===== src/rtl/pico_ctrl_sequencer.sv =====
// Tiny ROM-driven control sequencer: conditional jumps and output-register writes
// gated by synchronized condition inputs, with an IDLE/RUN/HALTED run controller.
module pico_ctrl_sequencer #(
  parameter int          ADDR_W   = 5,
  parameter int unsigned RESET_PC = 0
) (
  input  logic              clk,
  input  logic              reset,
  input  logic              start,
  input  logic              halt,
  input  logic              step_en,
  input  logic [7:0]        cond_in,
  input  logic [15:0]       rom_data,
  output logic [ADDR_W-1:0] rom_addr,
  output logic [7:0]        reg0_out,
  output logic [7:0]        reg1_out,
  output logic [7:0]        reg2_out,
  output logic [7:0]        reg3_out,
  output logic              wr_strobe,
  output logic [1:0]        wr_sel,
  output logic              busy
);

  typedef enum logic [1:0] {IDLE, RUN, HALTED} state_t;

  localparam logic [1:0] ACT_JUMP  = 2'b01;
  localparam logic [1:0] ACT_WRITE = 2'b10;

  state_t              state, state_nx;
  logic [ADDR_W-1:0]   pc, pc_nx;
  logic [7:0]          sync1, sync2;
  logic [3:0][7:0]     regs;
  logic                exec, cond_true, do_jump, do_write;

  logic [3:0]          f_cond;
  logic [1:0]          f_act;
  logic [1:0]          f_sel;
  logic [7:0]          f_op;

  assign f_cond = rom_data[15:12];
  assign f_act  = rom_data[11:10];
  assign f_sel  = rom_data[9:8];
  assign f_op   = rom_data[7:0];

  // halt wins over start everywhere; IDLE ignores halt alone
  always_comb begin
    state_nx = state;
    unique case (state)
      IDLE, HALTED: if (start && !halt) state_nx = RUN;
      RUN:          if (halt)           state_nx = HALTED;
      default:                          state_nx = IDLE;
    endcase
  end

  // only the 2nd synchronizer stage feeds the condition test
  always_comb begin
    exec      = (state == RUN) && step_en && !halt;
    cond_true = (sync2[f_cond[3:1]] == f_cond[0]);
    do_jump   = exec && cond_true && (f_act == ACT_JUMP);
    do_write  = exec && cond_true && (f_act == ACT_WRITE);
    pc_nx     = do_jump ? f_op[ADDR_W-1:0] : pc + ADDR_W'(1);
  end

  always_ff @(posedge clk) begin
    if (reset) begin
      state     <= IDLE;
      pc        <= ADDR_W'(RESET_PC);
      sync1     <= '0;
      sync2     <= '0;
      regs      <= '0;
      wr_strobe <= 1'b0;
      wr_sel    <= '0;
    end else begin
      state     <= state_nx;
      sync1     <= cond_in;
      sync2     <= sync1;
      wr_strobe <= do_write;
      if (exec) pc <= pc_nx;
      if (do_write) begin
        regs[f_sel] <= f_op;
        wr_sel      <= f_sel;
      end
    end
  end

  assign rom_addr = pc;
  assign reg0_out = regs[0];
  assign reg1_out = regs[1];
  assign reg2_out = regs[2];
  assign reg3_out = regs[3];
  assign busy     = (state == RUN);

endmodule


===== config.mk =====
export PLATFORM = sky130hd
export DESIGN_NAME = pico_ctrl_sequencer
export DESIGN_NICKNAME = d
export VERILOG_FILES = /design/src/rtl/pico_ctrl_sequencer.sv
export SDC_FILE = /design/constraint.sdc
export NUM_CORES = 1
export LEC_CHECK = 0
export ABC_AREA = 1
export BUFFER_PORTS_ARGS = -buffer_cell sky130_fd_sc_hd__buf_4
export CAP_MARGIN = 20
export CORE_ASPECT_RATIO = 0.8
export CORE_MARGIN = 4
export CORE_UTILIZATION = 41
export CTS_BUF_LIST = sky130_fd_sc_hd__clkbuf_4
export DETAILED_ROUTE_END_ITERATION = 10
export PLACE_DENSITY = 0.74
export SYNTH_ARGS = -nofsm -noshare
export SYNTH_HDL_FRONTEND = slang
export SYNTH_SLANG_ARGS = --single-unit

===== constraint.sdc =====
create_clock -name clk -period 1.6 [get_ports clk]
set_input_delay 0.16 -clock clk [delete_from_list [all_inputs] [get_ports clk]]
set_output_delay 0.16 -clock clk [all_outputs]
set_load 0.03 [all_outputs]

==> metrics.md <==
| Metric | Value |
|---|---|
| Status | finished, violations left |
| Failing checks | setup timing |
| Fill cells | 495 |
| YS warnings | 0 |
| Min Tclk post-route | 1680 ps |
| Post-Synth Simple-Gate Area | 34.7% |
| Mapped cell area | 2380 sq um |
| Overall die height | 76.1 um |
| Setup violations, final | 34 |
| Seq/Total Area, Yosys | 48.8% |
| Clock Skews | 8.22 ps |
| Mux contribution to synthesized area | 0% |
| Signal arrival time at the worst endpoint | 1980 ps |
| Row cnt | 24 |
| Commonest non-fill, non-tap cell in the layout | buf_4 |
| Clock transition at the registers of the reported paths | 100 ps |
| DR vias | 2,379 |
| Largest net degree at the start of global routing | 34 |
| Placed insts | 467 |
| Total Routed Length | 6370 um |
| All-Layer GR Usage | 18.2% |
| Crit. End Element | flip-flop |
| Post-synthesis compound-gate area fraction | 5.26% |
| Initial antenna violation count | 0 |
| Final hold vios | 0 |
| Flop2flop setup slack | -80 ps |
| Vias/cell | 4.77 |
| Distinct cells, synth | 19 |
| CP Launch Point | sync2[5]$_SDFF_PP0_ |
| Worst hold-check slack | 27.4 ps |
| Top Ports | 70 |
| P per Cell Area | 864 nW/um^2 |
| RSZ-0062 raised after global routing | true |
| Crit path to | reg1_out[7]$_SDFFE_PP0P_ |
| Critical path class | reg2reg |
| Post-synth net total | 351 |
| DR WL/cell | 12.8 um |
| Worst reg2reg path depth | 10 |
| FF-to-FF Start | sync2[5]$_SDFF_PP0_ |
| Final Power | 2940 uW |
| Largest cells by area after synthesis | dfxtp_1 (49%), nand2_1 (12%), nor2_1 (8.8%) |
| Max-slew violations | 0 |
| Sequential cell area | 1160 sq um |
| Residual DRC | 0 |
| Worst-path maximum fanout | 8 |
| Area grow syn2layout | 42.9% |
| Post-Layout Cell Count | 499 |
| # H-tree levels | 3 |
| Nets | 446 |
| Number of CTS-inserted buffers | 9 |
| Port bufs | 69 |
| Req. time, crit path | 1890 ps |
| Max IR drop VDD | 528 uV |
| Footprint of the multi-input gates | 1070 sq um |
| Fin Setup TNS | -1150 ps |
| First-pass GRT wire length | 10,000 um |
| Worst rel slew slack | 51.4% |
| DPL Wire Length | 4410 um |
| Synth Area in Adders | 0.526% |
| Synth top area share | 48.8% |
| Final worst slack | -83.3 ps |
| CTS tree | built |
| Synthesized flop and latch total | 58 |
| Antenna viol nets, final | 0 |
| CORE AREA | 5530 sq um |
| CTS Sinks | 58 |
| Hold Crit Class | in2reg |
| Overflow after GRT | 0 |
| Ant diodes | 0 |
| Global placement routability congestion | 0.810 |
| Full die area | 7090 sq um |
| DR pass1 iterations | 4 |
| Static Leak | 0.00161 uW |
| Xor and xnor area share after synthesis | 1.10% |
| Die width | 93.2 um |
| Clk root buf | clkbuf_4 |
| Max-cap violations | 0 |
| Starting Density | 43.0% |
| Commonest non-fill, non-tap cells in the layout | buf_4 (80), nand2_1 (69), dfxtp_1 (58) |
| Fmax | 594 MHz |
| Placement Setup Slack | -36.1 ps |
| Worst slew pin tran | 726 ps |
| Critical Path Start Type | flip-flop |
| Layout cell share with drive strength beyond 1 | 27.8% |
| Initial drt markers | 106 |
| Mapped Cells | 321 |
| Number of global-route vias before repair | 2,134 |
| Worst-Skew Late Latency | 420 ps |
| Yosys top cell by area | dfxtp_1 |
| Tcrit/Tclk final | 105% |
| FF-to-FF End | reg1_out[7]$_SDFFE_PP0P_ |
| Main combinational cell family by area after synthesis | simple AND/OR/NAND/NOR gates |
| Syn avg cell area | 7.41 sq um |
| Worst-case clock buffer depth | 2 |
-- kinds of logic after synthesis --
| group | count (synthesis) |
|---|---|
| buf+inv | 56 |
| flops | 58 |
| compound gates | 25 |
| xor+xnor | 3 |
| fa+ha+maj | 1 |
| simple gates | 178 |
-- state kept, by name (all words and copies together) (netlist names) --
signal and flops:
reg0_out 8, sync1 8, reg2_out 8, wr_sel 2, reg3_out 8, reg1_out 8
rom_addr 5, sync2 8, state 2, wr_strobe 1
-- repair_timing --
item / 4_1_cts / 5_1_grt
setup endpoints to repair: 32 / 39
pin swaps: 0 / 9
resized for setup: 0 / 10
hold buffers: 12 / 0
endpoints found under the hold margin: 14 / 0
gates cloned: 0 / 2
buffers inserted: 0 / 2
-- routing by layer --
layer	vias to the layer above	wire length, um	track usage, %
met2	89	2920	27.7
met1	1079	2760	22.4
li1	1197	-	-
met3	14	543	7.31
met5	-	0	0
met4	0	142	8.64
-- metrics by stage --
step	util [%]	area, sq um
2_1_floorplan	-	2390
3_3_place_gp	54.8	3030
3_5_place_dp	54.8	3030
4_1_cts	59.8	3310
5_1_grt	61.5	3400
6_report	61.5	3400
-- synth_stat cells, drive strengths merged --
| library cell | count |
|---|---|
| a21oi | 25 |
| or2 | 1 |
| xnor2 | 1 |
| nor2 | 59 |
| ha | 1 |
| clkbuf | 8 |
| buf | 4 |
| nand3 | 24 |
| xor2 | 2 |
| dfxtp | 58 |
| inv | 44 |
| nand4 | 17 |
| nand2 | 76 |
| nand3b | 1 |
-- power breakdown --
| part | internal (uW) | leakage, uW | switching, uW |
|---|---|---|---|
| Clock | 640 | 0.0000838 | 546 |
| Sequential | 1470 | 0.000471 | 7.18 |
| Combinational | 119 | 0.00105 | 158 |
| Total | 2220 | 0.00161 | 711 |
-- worst min-delay path by stage --
stage | slack (ps) | from | depth (start not counted) | to
6_report | 30 | start | 3 | state[0]$_SDFFE_PP0P_
5_1_grt | 10 | start | 3 | state[0]$_SDFFE_PP0P_
4_1_cts | 6 | start | 3 | state[0]$_SDFFE_PP0P_
3_5_place_dp | 370 | cond_in[7] | 3 | sync1[7]$_SDFF_PP0_
3_3_place_gp | 360 | cond_in[4] | 3 | sync1[4]$_SDFF_PP0_
2_1_floorplan | 270 | cond_in[0] | 2 | sync1[0]$_SDFF_PP0_
-- worst max-delay path, stage by stage, from the launching register on --
cell and delay (ps):
dfxtp_1 320, or2_0 220, nand2_1 80, nand3_2 80
nand3_2 100, nand2_4 70, nor2_8 160, buf_12 140
nand3_2 160, nand2_1 140, a21oi_1 70
-- cell type report --
cell class / instances / share of cell area (%)
tap: 78 / 2.87
multi-input combinational: 209 / 31.4
inverter: 44 / 4.86
timing repair buffer: 94 / 22.1
clock inverter: 6 / 2.39
clock buffer: 10 / 2.21
sequential: 58 / 34.2
Note: power is estimated with default switching activity, not from simulation.
